`src/rtl/pc_sequencer_pkg.sv`:
```
// Shared types and default widths for the program-counter sequencer.
// Imported by the interface, the branch LUT and the top.
package seq_pkg;

    localparam int PW_DEF = 10;
    localparam int LW_DEF = 5;
    localparam int CW_DEF = 16;

    typedef enum logic [1:0] {
        IDLE,
        RUN,
        STALL,
        HALT
    } seq_state_e;

endpackage

```
`src/rtl/pc_sequencer_if.sv`:
```
// Control/ALU-facing bundle of the sequencer.
// The master drives launch, branch, stall and LUT-write; the slave returns fetch status.
interface pc_sequencer_if
    import seq_pkg::*;
#(
    parameter int PW = PW_DEF,
    parameter int LW = LW_DEF,
    parameter int CW = CW_DEF
) ();

    logic          start;
    logic [PW-1:0] start_addr;
    logic          branch_en;
    logic          branch_taken;
    logic [LW-1:0] branch_idx;
    logic          stall;
    logic          halt;
    logic          lut_we;
    logic [LW-1:0] lut_waddr;
    logic [PW-1:0] lut_wdata;
    logic [PW-1:0] prog_ctr;
    logic          instr_valid;
    logic          done;
    logic          err;
    logic [CW-1:0] cycle_cnt;

    modport master (
        output start, start_addr,
        output branch_en, branch_taken, branch_idx,
        output stall, halt,
        output lut_we, lut_waddr, lut_wdata,
        input  prog_ctr, instr_valid,
        input  done, err, cycle_cnt
    );

    modport slave (
        input  start, start_addr,
        input  branch_en, branch_taken, branch_idx,
        input  stall, halt,
        input  lut_we, lut_waddr, lut_wdata,
        output prog_ctr, instr_valid,
        output done, err, cycle_cnt
    );

endinterface

```
`src/rtl/pc_sequencer_branch_lut.sv`:
```
// Branch-target table: one synchronous write port, one asynchronous read port.
// Contents are deliberately not reset; a same-cycle read returns the old entry.
module branch_lut
    import seq_pkg::*;
#(
    parameter int LW = LW_DEF,
    parameter int PW = PW_DEF
) (
    input  logic          clk,
    input  logic          we,
    input  logic [LW-1:0] waddr,
    input  logic [PW-1:0] wdata,
    input  logic [LW-1:0] raddr,
    output logic [PW-1:0] rdata
);

    logic [PW-1:0] mem_q [2**LW];

    // Write the addressed entry on lut_we
    always_ff @(posedge clk) begin
        if (we) begin
            mem_q[waddr] <= wdata;
        end
    end

    assign rdata = mem_q[raddr];

endmodule

```
`src/rtl/pc_sequencer.sv`:
```
// Program-counter and fetch sequencer: launch, sequential fetch, taken
// branches via LUT, stall/halt handling, run-off detection and cycle count.
module pc_sequencer
    import seq_pkg::*;
#(
    parameter int PW = PW_DEF,
    parameter int LW = LW_DEF,
    parameter int CW = CW_DEF
) (
    input  logic           clk,
    input  logic           reset,
    pc_sequencer_if.slave  bus
);

    localparam logic [PW-1:0] PC_LAST = '1;
    localparam logic [CW-1:0] CNT_MAX = '1;

    seq_state_e    state_q, state_d;
    logic [PW-1:0] pc_q, pc_d;
    logic          done_q, done_d;
    logic          err_q, err_d;
    logic [CW-1:0] cnt_q, cnt_d;
    logic [PW-1:0] lut_target;
    logic          take_br;

    branch_lut #(
        .LW (LW),
        .PW (PW)
    ) u_lut (
        .clk   (clk),
        .we    (bus.lut_we),
        .waddr (bus.lut_waddr),
        .wdata (bus.lut_wdata),
        .raddr (bus.branch_idx),
        .rdata (lut_target)
    );

    assign take_br = bus.branch_en & bus.branch_taken;

    // State register
    always_ff @(posedge clk or posedge reset) begin
        if (reset) begin
            state_q <= IDLE;
        end else begin
            state_q <= state_d;
        end
    end

    // Next-state: halt beats stall, stall beats branch, branch beats run-off
    always_comb begin
        state_d = state_q;
        unique case (state_q)
            IDLE, HALT: begin
                if (bus.start) state_d = RUN;
            end
            RUN: begin
                if (bus.halt)               state_d = HALT;
                else if (bus.stall)         state_d = STALL;
                else if (take_br)           state_d = RUN;
                else if (pc_q == PC_LAST)   state_d = HALT;
                else                        state_d = RUN;
            end
            STALL: begin
                if (!bus.stall) state_d = RUN;
            end
            default: state_d = IDLE;
        endcase
    end

    // Datapath next values: PC, done/err flags and saturating cycle count
    always_comb begin
        pc_d   = pc_q;
        done_d = done_q;
        err_d  = err_q;
        cnt_d  = cnt_q;
        unique case (state_q)
            IDLE, HALT: begin
                if (bus.start) begin
                    pc_d   = bus.start_addr;
                    done_d = 1'b0;
                    err_d  = 1'b0;
                    cnt_d  = '0;
                end
            end
            RUN: begin
                if (cnt_q != CNT_MAX) cnt_d = cnt_q + CW'(1);
                if (bus.halt) begin
                    done_d = 1'b1;
                end else if (bus.stall) begin
                    pc_d = pc_q;
                end else if (take_br) begin
                    pc_d = lut_target;
                end else if (pc_q == PC_LAST) begin
                    done_d = 1'b1;
                    err_d  = 1'b1;
                end else begin
                    pc_d = pc_q + PW'(1);
                end
            end
            STALL: begin
                if (cnt_q != CNT_MAX) cnt_d = cnt_q + CW'(1);
            end
            default: pc_d = pc_q;
        endcase
    end

    // Datapath registers
    always_ff @(posedge clk or posedge reset) begin
        if (reset) begin
            pc_q   <= '0;
            done_q <= 1'b0;
            err_q  <= 1'b0;
            cnt_q  <= '0;
        end else begin
            pc_q   <= pc_d;
            done_q <= done_d;
            err_q  <= err_d;
            cnt_q  <= cnt_d;
        end
    end

    assign bus.prog_ctr    = pc_q;
    assign bus.instr_valid = (state_q == RUN);
    assign bus.done        = done_q;
    assign bus.err         = err_q;
    assign bus.cycle_cnt   = cnt_q;

endmodule

```
`src/flat_wrapper.sv`:
```
// flat-port wrapper written by rule: the top's interface ports become plain ports
module pc_sequencer_flat import seq_pkg::*;
#(
    parameter int PW = PW_DEF,
    parameter int LW = LW_DEF,
    parameter int CW = CW_DEF
)
  (clk, reset, bus_start, bus_start_addr, bus_branch_en, bus_branch_taken, bus_branch_idx, bus_stall, bus_halt, bus_lut_we, bus_lut_waddr, bus_lut_wdata, bus_prog_ctr, bus_instr_valid, bus_done, bus_err, bus_cycle_cnt);
  pc_sequencer_if #(.PW(PW), .LW(LW), .CW(CW)) bus_i ();
  input  logic clk;
  input  logic reset;
  input wire logic [$bits(bus_i.start)-1:0] bus_start;
  input wire logic [$bits(bus_i.start_addr)-1:0] bus_start_addr;
  input wire logic [$bits(bus_i.branch_en)-1:0] bus_branch_en;
  input wire logic [$bits(bus_i.branch_taken)-1:0] bus_branch_taken;
  input wire logic [$bits(bus_i.branch_idx)-1:0] bus_branch_idx;
  input wire logic [$bits(bus_i.stall)-1:0] bus_stall;
  input wire logic [$bits(bus_i.halt)-1:0] bus_halt;
  input wire logic [$bits(bus_i.lut_we)-1:0] bus_lut_we;
  input wire logic [$bits(bus_i.lut_waddr)-1:0] bus_lut_waddr;
  input wire logic [$bits(bus_i.lut_wdata)-1:0] bus_lut_wdata;
  output wire logic [$bits(bus_i.prog_ctr)-1:0] bus_prog_ctr;
  output wire logic [$bits(bus_i.instr_valid)-1:0] bus_instr_valid;
  output wire logic [$bits(bus_i.done)-1:0] bus_done;
  output wire logic [$bits(bus_i.err)-1:0] bus_err;
  output wire logic [$bits(bus_i.cycle_cnt)-1:0] bus_cycle_cnt;
  assign bus_i.start = bus_start;
  assign bus_i.start_addr = bus_start_addr;
  assign bus_i.branch_en = bus_branch_en;
  assign bus_i.branch_taken = bus_branch_taken;
  assign bus_i.branch_idx = bus_branch_idx;
  assign bus_i.stall = bus_stall;
  assign bus_i.halt = bus_halt;
  assign bus_i.lut_we = bus_lut_we;
  assign bus_i.lut_waddr = bus_lut_waddr;
  assign bus_i.lut_wdata = bus_lut_wdata;
  assign bus_prog_ctr = bus_i.prog_ctr;
  assign bus_instr_valid = bus_i.instr_valid;
  assign bus_done = bus_i.done;
  assign bus_err = bus_i.err;
  assign bus_cycle_cnt = bus_i.cycle_cnt;
  pc_sequencer #(.PW(PW), .LW(LW), .CW(CW)) u_core (.clk(clk), .reset(reset), .bus(bus_i));
endmodule
```
`config.mk`:
```
export PLATFORM = sky130hd
export DESIGN_NAME = pc_sequencer_flat
export DESIGN_NICKNAME = d
export VERILOG_FILES = /design/src/rtl/pc_sequencer_pkg.sv /design/src/rtl/pc_sequencer_if.sv /design/src/rtl/pc_sequencer_branch_lut.sv /design/src/rtl/pc_sequencer.sv /design/src/flat_wrapper.sv
export SDC_FILE = /design/constraint.sdc
export NUM_CORES = 1
export LEC_CHECK = 0
export BUFFER_PORTS_ARGS = -buffer_cell sky130_fd_sc_hd__buf_2
export CAP_MARGIN = 20
export CORE_MARGIN = 2
export CORE_UTILIZATION = 55
export CTS_CLUSTER_DIAMETER = 60
export CTS_CLUSTER_SIZE = 10
export DETAILED_ROUTE_END_ITERATION = 16
export PLACE_DENSITY = 0.73
export SETUP_SLACK_MARGIN = 0.15
export SLEW_MARGIN = 15
export SYNTH_ARGS = -nofsm -noshare
export SYNTH_HDL_FRONTEND = slang
export SYNTH_SLANG_ARGS = --single-unit
```
`constraint.sdc`:
```
create_clock -name clk -period 2.06 [get_ports clk]
set_clock_uncertainty 0.1 [all_clocks]
set_input_delay 0.309 -clock clk [delete_from_list [all_inputs] [get_ports clk]]
set_output_delay 0.309 -clock clk [all_outputs]
set_load 0.01 [all_outputs]
```
### After elaboration in Yosys (flattened, before gate mapping)

Memories as Yosys holds them, arrays and structs flattened.
Cells that the tools add are included.

| word-level totals | value |
|---|---|
| register bits after elaboration | 30 |
| bits in writable memories | 320 |
| input port bits | 38 |
| output and inout bits | 29 |
| word-level logic and storage cells | 60 |
| memories kept | 1 |

| cells by class | value |
|---|---|
| $add $sub $neg | 2 |
| equal/unequal tests | 16 |
| mux-type cells | 26 |
| bitwise logic cells | 1 |
| reduce and logical (&&, ||, !) cells | 9 |

Memories:

| memory | words | width | read ports | clocked after memory_dff | wr ports | RTL line | RTL |
|---|---|---|---|---|---|---|---|
| u_core.u_lut.mem_q | 32 | 10 | 1 | 0 | 1 | pc_sequencer_branch_lut.sv:17 | `logic [PW-1:0] mem_q [2**LW];` |

Operators with widths:

| operator | count |
|---|---|
| $mux 10 | 5 |
| $mux 16 | 2 |
| $pmux 16 s2 | 1 |
| $pmux 10 s2 | 1 |
| $add 16x1->16 const B | 1 |
| $ne 16x16->1 const B | 1 |
| $mux 2 | 6 |
| $add 10x1->10 const B | 1 |
| $eq 10x10->1 const B | 1 |
| $ne 2x2->1 const B | 5 |
| $reduce_and 5->1 | 2 |
| $mux 1 | 8 |
| $ne 3x2->1 const B | 2 |
| $ne 3x3->1 const B | 2 |
| $pmux 2 s3 | 1 |
| $reduce_and 6->1 | 1 |
| $eq 2x2->1 const B | 2 |
| $ne 2x1->1 const B | 2 |
| $pmux 1 s2 | 2 |
| $reduce_and 2->1 | 2 |
| $reduce_or 2->1 | 2 |
| $eq 2x1->1 const B | 1 |
| $logic_not 2->1 | 1 |
| $reduce_bool 2->1 | 1 |
| $and 1x1->1 | 1 |

### Depth between registers and ports, before layout

Gate-level depths: netlist of the first run.

| logic depth | value |
|---|---|
| word-level depth | 6 |
| mapped depth | 10 |
| depth with buffers taken out | 7 |

### Cells and area by module

From an unflattened synthesis of the first run, not the netlist that was laid out.

| second synthesis, totals | value |
|---|---|
| cells, all modules | 941 |
| area total of the unflattened synthesis | 14754.2 um^2 |

By module, submodules not included:

| module | times used | cells an instance | area an instance (um^2) | seq. area each (um^2) |
|---|---|---|---|---|
| branch_lut | 1 | 723 | 12793.5 | 9609.2 |
| pc_sequencer | 1 | 218 | 1960.6 | 750.7 |

### Least setup slack after synthesis of the first run

No wires, ideal clock.

| path | value |
|---|---|
| path type | register to register |
| from | reg u_core.state_q[1] |
| to | reg u_core.pc_q[3], in the netlist u_core.bus.prog_ctr[3] |
| setup time | 0.126 ns |
| arrival | 2.050 ns |
| data required time | 1.834 ns |
| slack | -0.216 ns |
| stages on the path, launching flop included | 9 |
| path buffers | 1 |
| period minus slack after synthesis | 2.276 ns |
| cells stage by stage | dfrtp_1 inv_1 ha_1 buf_2 nor3b_1 o21ai_1 a31oi_1 o21ai_0 a221o_1 |

| between the ends | value |
|---|---|
| elaborated cells between the ends (all ways) | 11 |
| those cells by class | eq/ne (6); mux (1); reduce/logical (4) |

RTL lines:

| item | RTL line | RTL |
|---|---|---|
| from (decl) | pc_sequencer.sv:18 | `seq_state_e state_q, state_d;` |
| from (signal assigned) | pc_sequencer.sv:45 | `state_q <= state_d;` |
| $eq 2x1->1 (*) | n/a |  |
| via bus_instr_valid | flat_wrapper.sv:23 | `output wire logic [$bits(bus_i.instr_valid)-1:0] bus_instr_valid;` |
| $ne 3x2->1 (no line) (tied with other cells) | n/a |  |
| $reduce_and 5->1 (no line) | n/a |  |
| to (signal assigned) | pc_sequencer.sv:115 | `pc_q <= pc_d;` |
| to (decl) | pc_sequencer.sv:19 | `logic [PW-1:0] pc_q, pc_d;` |

The timed path passes the listed nets; every way through them passes the cells marked *.
A chain may end at the register's enable or synchronous reset.

### Final worst setup path of the first run

| path | value |
|---|---|
| from | reg u_core.state_q[1] |
| to | reg u_core.pc_q[8], in the netlist u_core.bus.prog_ctr[8] |

| between the ends | value |
|---|---|
| longest elaborated chain between the ends | 4 |
| elaborated cells between the ends (all ways) | 11 |
| those cells by class | eq/ne (6); mux (1); reduce/logical (4) |

Ends and longest elaborated chain:

| item | RTL line | RTL |
|---|---|---|
| $eq 2x2->1 / $logic_not 2->1 (equally long branches) | pc_sequencer.sv:76 | `unique case (state_q)` |
| $reduce_or 2->1 | pc_sequencer.sv:76 |  |
| $ne 2x2->1 (no line) / $reduce_bool 2->1 (equally long branches) | n/a |  |
| $reduce_and 5->1 (no line) | n/a |  |

Several ways; a longest one is shown, not always the timed one.

==> flow_metrics.env, run 1 <==
export IMPL_drt_total_wl_um=34470
export IMPL_antenna_found_initial=2
export IMPL_finalHoldViolations=0
export IMPL_power_frac_comb=0.191
export IMPL_final_min_clock_period_ns=2.135
export IMPL_final_core_utilization=0.6730
export IMPL_synth_edf_count=320
export IMPL_syn_mean_instance_area_um2=18.30
export IMPL_syn_num_nets=824
export IMPL_internal_power_mw=13.42
export IMPL_route_detailed_wl_per_inst_um=26.07
export IMPL_yosysWarnings=0
export IMPL_status="complete, but fails checks"
export IMPL_setup_violations_final=4
export IMPL_max_cap_violations=0
export IMPL_drt_pass1_iter_count=5
export IMPL_min_path_type="in2reg"
export IMPL_placed_cell_area_um2=15720
export IMPL_floorplan_core_area_um2=25840
export IMPL_power_share_switching=0.2521
export IMPL_power_density_nw_per_um2=1032
export IMPL_r2r_start="u_core.state_q[1]$_DFFE_PP0P_"
export IMPL_worstPathMaxFanout=6
export IMPL_grtUsageMet2=0.4102
export IMPL_numCtsBuffers=41
export IMPL_final_hold_worst_slack_ns=0.03561
export IMPL_via_count_of_the_first_global_routing_pass=8419
export IMPL_power_share_clock=0.351
export IMPL_endpoint_class_of_the_critical_path="flop"
export IMPL_route_antenna_remaining_nets=0
export IMPL_grt_max_degree=33
export IMPL_final_min_period_over_clock_period=1.036
export IMPL_unrepaired_setup_endpoints_after_global_routing="true"
export IMPL_initial_core_utilization=0.5540
export IMPL_drt_iter0_markers=1072
export IMPL_seqPwrFrac=0.458
export IMPL_ys_types=55
export IMPL_postLayoutSetupSlackWorst_ns=-0.07471
export IMPL_syn_to_final_growth_pct=21.49
export IMPL_fp_dieH_um=165.3
export IMPL_tritoncts_num_sinks=350
export IMPL_slew_headroom=0.5564
export IMPL_ys_async_sr_fraction=0.08571
export IMPL_syn_instance_count=782
export IMPL_synth_area_um2=14310
export IMPL_design_die_area_um2=27330
export IMPL_yosys_most_used_dff="edfxtp_1"
export IMPL_grt_met1_usage=0.3783
export IMPL_io_buffers=66
export IMPL_grt_overflow_total=0
export IMPL_numPlacedInstances=1238
export IMPL_cts_htree_levels=2
export IMPL_drcViolationCount=0
export IMPL_detailedPlacementHpwl_um=21130
export IMPL_via_per_inst=6.424
export IMPL_fin_area_um2=17390
export IMPL_synth_yosys_seq_area_share=0.7238
export IMPL_die_width_um=165.3
export IMPL_postSynthRegisterBits=350
export IMPL_timing_max_transition_violations_final=0
export IMPL_final_layout_size_suffix_gt1_frac=0.3647
export IMPL_critical_path_class="reg2reg"
export IMPL_global_route_wire_length_before_repair_um=51160
export IMPL_synth_top_area_cell="edfxtp_1"
export IMPL_final_nets=1012
export IMPL_ir_drop_worst_vdd_mv=0.8544
export IMPL_timing_setup_tns_ns=-0.2384
export IMPL_place_gp_congestion=1.021
export IMPL_critical_path_startpoint_type="flop"
export IMPL_gr_max_usage_layer="met2"
export IMPL_tritoncts="done"
export IMPL_worst_r2r_path_depth=9
export IMPL_total_leakage_power_nw=6.046
export IMPL_timing_critical_path_required_ns=2.34
export IMPL_pin_count=67
export IMPL_clock_fmax_ghz=0.4684
export IMPL_holdCritStartpoint="bus_halt"
export IMPL_cts_max_path_buffers=3
export IMPL_rows=59
export IMPL_final_standard_cell_count_with_taps_included_and_fillers_excluded=1322
export IMPL_violations="negative setup slack"
export IMPL_hold_path_cell_count=3
export IMPL_via_count=8492
export IMPL_synth_top_area_share=0.6713
export IMPL_grt_use_total=0.2604
export IMPL_path_clk_slew_ns=0.06
export IMPL_post_synth_main_area_contributors="edfxtp_1, mux4_2, dfrtp_1"
export IMPL_clk_insertion_delay_late_ns=0.52
export IMPL_p_switching_mw=4.525
export IMPL_root_buffer="clkbuf_16"
export IMPL_insertedDiodeCount=0
export IMPL_max_slew_worst_pin_slew_ns=0.6654
export IMPL_worst_ep_arrival_time_ns=2.41
export IMPL_gr_usage_met3=0.05095
export IMPL_setup_worst_path_start="u_core.state_q[1]$_DFFE_PP0P_"
-- synthesized netlist by cell type, types with 11 or more instances --
master	instances
edfxtp_1	320
mux4_2	76
nor2_1	60
mux2i_1	39
dfrtp_1	30
nand2_1	29
a21oi_1	17
nand3_1	16
nor3_1	14
clkbuf_1	13
o21ai_0	11
xnor2_1	11
-- metal layers --
layer	wire length, um	share of wire	up-vias
met3	3444	0.10	70
met4	874	0.025	2
li1	-	-	3532
met5	13	0.00038	-
met1	13740	0.40	4362
met2	16400	0.48	526
-- cell families (layout without fill, tap and decap cells) --
group           count (synthesis)  count (layout)  share of synthesized area
simple gates                  181             181                    0.06329
compound gates                 70              70                    0.03261
mux                           119             119                     0.1510
fa+ha+maj                       4               4                   0.003497
buf+inv                        44             249                    0.01722
xor+xnor                       14              14                   0.008567
flops                         350             350                     0.7238
-- final cells by class --
cell class              instances  area (um2)
multi-input cells             388        4001
inverters                       5       18.77
fillers                      1675        8448
flip-flops and latches        350       10360
well taps                     335       419.2
clock inverters                 3       22.52
repair buffers                184        1434
clock buffers                  57        1129
-- critical path, stage by stage, from the launching register on --
cell     delay, ns
dfrtp_1       0.43
inv_2         0.11
ha_4          0.20
nor3b_4       0.25
o21ai_4       0.15
buf_6         0.14
buf_6         0.11
or3_1         0.32
o21ai_1       0.12
a31oi_1       0.06
-- placed cells by master (no fill, tap or decap), types with 3 or more instances in the layout --
| cell type | instances |
|---|---|
| o21ai_0 | 6 |
| nand2_1 | 28 |
| or3b_2 | 3 |
| buf_4 | 96 |
| clkbuf_16 | 44 |
| buf_2 | 63 |
| dfrtp_1 | 26 |
| nand3_1 | 14 |
| mux4_2 | 77 |
| or3_1 | 3 |
| nand3b_1 | 6 |
| nand2b_1 | 4 |
| a21oi_2 | 4 |
| a22oi_1 | 6 |
| and2_1 | 4 |
| nor2_1 | 60 |
| clkbuf_1 | 14 |
| xor2_1 | 3 |
| mux2i_1 | 38 |
| buf_12 | 12 |
| nor3_2 | 8 |
| and3_1 | 6 |
| a21oi_1 | 13 |
| nor2b_1 | 6 |
| o21ai_1 | 4 |
| dfrtp_2 | 4 |
| o21ai_2 | 3 |
| nand4_1 | 10 |
| edfxtp_1 | 320 |
| a31oi_1 | 4 |
| xnor2_1 | 11 |
| a221oi_1 | 3 |
| nor3_1 | 5 |
| o211ai_1 | 7 |
| buf_6 | 10 |
-- registers in the layout (all words and copies together) (netlist names) --
| signal | flops |
|---|---|
| u_core.bus.cycle_cnt | 16 |
| u_core.bus.err | 1 |
| u_core.u_lut.mem_q | 320 |
| u_core.bus.prog_ctr | 10 |
| u_core.bus.done | 1 |
| u_core.state_q | 2 |
-- final timing paths --
check	to	slack [ns]
max in group asynchronous	u_core.bus.cycle_cnt[3]$_DFFE_PP0P_	1.19
worst max-delay path	u_core.bus.prog_ctr[8]$_DFFE_PP0P_	-0.07
worst min register to register	u_core.bus.err$_DFFE_PP0P_	0.46
min in group asynchronous	u_core.bus.prog_ctr[0]$_DFFE_PP0P_	0.32
worst min-delay path	u_core.state_q[0]$_DFFE_PP0P_	0.04
worst max register to register	u_core.bus.prog_ctr[8]$_DFFE_PP0P_	-0.07
-- stage by stage --
step	worst slack, ns	power, mW
floorplan	-0.005061	9.790
global placement	-0.2572	10.71
detailed placement	-0.3144	10.80
CTS	-0.04770	17.41
global route	-0.1343	18.58
finish	-0.07471	17.95
-- power by group through the flow --
stage          clock [mW]  sequential [mW]  combinational, mW
5_1_grt              6.71             8.24               3.62
3_3_place_gp            0             8.31               2.40
2_1_floorplan           0             8.39               1.40
6_report             6.30             8.22               3.42
3_5_place_dp            0             8.33               2.48
4_1_cts              6.39             8.21               2.81
-- repair_timing --
item / 4_1_cts / 5_1_grt
hold buffers: 2 / 0
gates resized for setup: 37 / 38
hold endpoints to repair: 31 / 0
endpoints found under the setup margin: 26 / 28
pin swaps: 3 / 14
setup buffers: 5 / 15
cloned: 1 / 1
(Power assumes the default switching activity.)
==> run 2, diff against run 1 <==
--- a/config.mk
+++ b/config.mk
@@ -5,6 +5,7 @@
 export SDC_FILE = /design/constraint.sdc
 export NUM_CORES = 1
 export LEC_CHECK = 0
+export ABC_AREA = 1
 export BUFFER_PORTS_ARGS = -buffer_cell sky130_fd_sc_hd__buf_2
 export CAP_MARGIN = 20
 export CORE_MARGIN = 2
@@ -12,7 +13,7 @@
 export CTS_CLUSTER_DIAMETER = 60
 export CTS_CLUSTER_SIZE = 10
 export DETAILED_ROUTE_END_ITERATION = 16
-export PLACE_DENSITY = 0.73
+export PLACE_DENSITY = 0.75
 export SETUP_SLACK_MARGIN = 0.15
 export SLEW_MARGIN = 15
 export SYNTH_ARGS = -nofsm -noshare
==> run 2 against run 1 <==
Against the previous run: the flow now finishes without violations; power grew 1.6%; utilization shrank 2.5 points; wire length grew 8.0%; combinational power grew 7.0%; synthesized cell count grew 78%; design area grew 0.17%; worst setup slack gained 0.14 ns; register-to-register slack gained 0.14 ns.
==> flow_metrics.env, run 2 <==
export IMPL_internal_power_mw=13.13
export IMPL_via_per_inst=5.881
export IMPL_insertedDiodeCount=0
export IMPL_final_nets=1555
export IMPL_final_standard_cell_count_with_taps_included_and_fillers_excluded=1869
export IMPL_setup_violations_final=0
export IMPL_syn_to_final_growth_pct=16.07
export IMPL_simple_gate_share_of_the_synthesized_area=0.2490
export IMPL_total_leakage_power_nw=6.770
export IMPL_ys_async_sr_fraction=0.08571
export IMPL_placed_cell_area_um2=16020
export IMPL_yosysWarnings=0
export IMPL_setup_worst_path_start="u_core.bus.prog_ctr[1]$_DFFE_PP0P_"
export IMPL_route_antenna_remaining_nets=0
export IMPL_io_buffers=66
export IMPL_grt_use_total=0.2552
export IMPL_clk_insertion_delay_late_ns=0.53
export IMPL_syn_num_nets=1432
export IMPL_tritoncts_num_sinks=350
export IMPL_r2r_start="u_core.bus.prog_ctr[1]$_DFFE_PP0P_"
export IMPL_final_min_period_over_clock_period=0.9681
export IMPL_ys_types=36
export IMPL_drt_iter0_markers=1380
export IMPL_place_gp_congestion=0.8882
export IMPL_fp_dieH_um=169.2
export IMPL_final_core_utilization=0.6481
export IMPL_p_switching_mw=5.114
export IMPL_synth_top_cells_by_count="nand2_1, edfxtp_1, nand3_1"
export IMPL_worst_ep_arrival_time_ns=2.31
export IMPL_numCtsBuffers=40
export IMPL_status="finished, final reports clean"
export IMPL_synthMostInstantiatedCell="nand2_1"
export IMPL_root_buffer="clkbuf_16"
export IMPL_initial_core_utilization=0.5584
export IMPL_worstPathMaxFanout=5
export IMPL_drt_total_wl_um=37230
export IMPL_endpoint_class_of_the_critical_path="flop"
export IMPL_synth_area_um2=15010
export IMPL_postSynthRegisterBits=350
export IMPL_timing_critical_path_required_ns=2.38
export IMPL_via_count=10990
export IMPL_min_path_type="in2reg"
export IMPL_max_cap_violations=0
export IMPL_synth_edf_count=320
export IMPL_synth_top_area_share=0.6403
export IMPL_seqPwrFrac=0.457
export IMPL_clock_fmax_ghz=0.5014
export IMPL_wirelength_met1_um=14720
export IMPL_synthMuxAreaShare=0
export IMPL_synth_top_area_cell="edfxtp_1"
export IMPL_route_detailed_wl_per_inst_um=19.92
export IMPL_detailedPlacementHpwl_um=21670
export IMPL_max_reg_flops=320
export IMPL_die_width_um=169.2
export IMPL_final_layout_size_suffix_gt1_frac=0.1525
export IMPL_design_die_area_um2=28620
export IMPL_highest_layer_used_for_signal_routing="met4"
export IMPL_critical_path_startpoint_type="flop"
export IMPL_most_common_layout_cells="nand2_1, edfxtp_1, nand3_1"
export IMPL_synth_compound_area_frac=0.01626
export IMPL_power_share_clock=0.342
export IMPL_syn_mean_instance_area_um2=10.80
export IMPL_met3RoutedLength_um=3353
export IMPL_power_share_switching=0.2804
export IMPL_synth_yosys_seq_area_share=0.6903
export IMPL_grt_overflow_total=0
export IMPL_numPlacedInstances=1794
export IMPL_max_slew_worst_pin_slew_ns=0.7130
export IMPL_cts_htree_levels=2
export IMPL_floorplan_core_area_um2=26880
export IMPL_rows=60
export IMPL_pin_count=67
export IMPL_post_synth_main_area_contributors="edfxtp_1, nand2_1, nand3_1"
export IMPL_synth_fa_ha_area_frac=0.003335
export IMPL_drt_pass1_iter_count=6
export IMPL_ir_drop_worst_vdd_mv=0.8406
export IMPL_main_combinational_cell_family_by_area_after_synthesis="simple AND/OR/NAND/NOR gates"
export IMPL_cts_max_path_buffers=3
export IMPL_mostFrequentLayoutCell="nand2_1"
export IMPL_timing_max_transition_violations_final=0
export IMPL_unrepaired_setup_endpoints_after_global_routing="true"
export IMPL_critical_path_class="reg2reg"
export IMPL_tritoncts="done"
export IMPL_fin_area_um2=17420
export IMPL_syn_instance_count=1390
export IMPL_final_hold_worst_slack_ns=0.01748
export IMPL_drcViolationCount=0
export IMPL_global_route_wire_length_before_repair_um=56170
export IMPL_xor_xnor_cell_area_share_of_the_yosys_netlist=0.006420
export IMPL_met2RoutedLength_um=17960
export IMPL_design_power_total_mw=18.24
export IMPL_power_frac_comb=0.201
export IMPL_power_density_nw_per_um2=1047
export IMPL_holdCritStartpoint="bus_start_addr[9]"
export IMPL_grt_max_degree=69
export IMPL_max_flop_register="u_core.u_lut.mem_q"
export IMPL_via_count_of_the_first_global_routing_pass=10410
export IMPL_final_min_clock_period_ns=1.994
export IMPL_slew_headroom=0.5247
export IMPL_antenna_found_initial=0
export IMPL_finalHoldViolations=0
export IMPL_path_clk_slew_ns=0.06
export IMPL_yosys_most_used_dff="edfxtp_1"
-- run 2: stage by stage --
step	setup WS [ns]	setup TNS, ns
finish	0.06576	0
CTS	0.1649	0
floorplan	0.2197	0
global route	-0.01204	-0.01931
detailed placement	0.1460	0
global placement	0.1740	0
-- run 2: cells by family after synthesis --
group | after synthesis
simple gates | 876
flops | 350
buf+inv | 107
compound gates | 42
xor+xnor | 11
fa+ha+maj | 4
-- run 2: power groups by stage --
stage               Sequential, mW  Combinational, mW  Clock (mW)
floorplan                     8.54               1.81           0
global placement              8.44               2.94           0
detailed placement            8.47               3.01           0
CTS                           8.32               3.06        6.32
global route                  8.37               3.99        6.61
finish                        8.34               3.66        6.23
-- run 2: metal layers --
layer | track usage | vias up
li1 | - | 5043
met1 | 0.3460 | 5267
met2 | 0.4115 | 585
met3 | 0.05247 | 97
met4 | 0.09736 | 0
met5 | 0 | -
-- run 2: path summary, 6_finish.rpt --
check / cells past startpoint / endpoint / slack (ns)
min reg2reg: 2 / u_core.bus.done$_DFFE_PP0P_ / 0.39
min in group asynchronous: 4 / u_core.bus.cycle_cnt[12]$_DFFE_PP0P_ / 0.32
min: 5 / u_core.bus.prog_ctr[9]$_DFFE_PP0P_ / 0.02
max: 11 / u_core.bus.prog_ctr[6]$_DFFE_PP0P_ / 0.07
max reg2reg: 11 / u_core.bus.prog_ctr[6]$_DFFE_PP0P_ / 0.07
max in group asynchronous: 4 / u_core.bus.cycle_cnt[5]$_DFFE_PP0P_ / 1.21
-- run 2: repair_timing --
item,in CTS,in global routing
setup endpoints to repair,6,18
pin swaps,0,18
resized for setup,2,26
cloned,0,3
endpoints found under the hold margin,30,0
hold buffers,1,0
setup buffers,2,12
-- run 2: layout make-up --
type	instances	area, um2
clock buffers	56	1104
clock inverters	1	16.27
fillers	1944	9458
inverters	35	138.9
multi-input cells	934	4227
flip-flops and latches	350	10360
well taps	341	426.7
repair buffers	152	1145
-- run 2: critical path: stages, from the launching register on --
cell and delay, ns:
dfrtp_1 0.38, ha_2 0.20, nand2_2 0.09, nor2_4 0.14
nand3_4 0.09, nor3_4 0.15, nand2_2 0.11, o21ai_4 0.27
buf_12 0.17, nor2_1 0.06, nand2_1 0.07, nand2_1 0.05
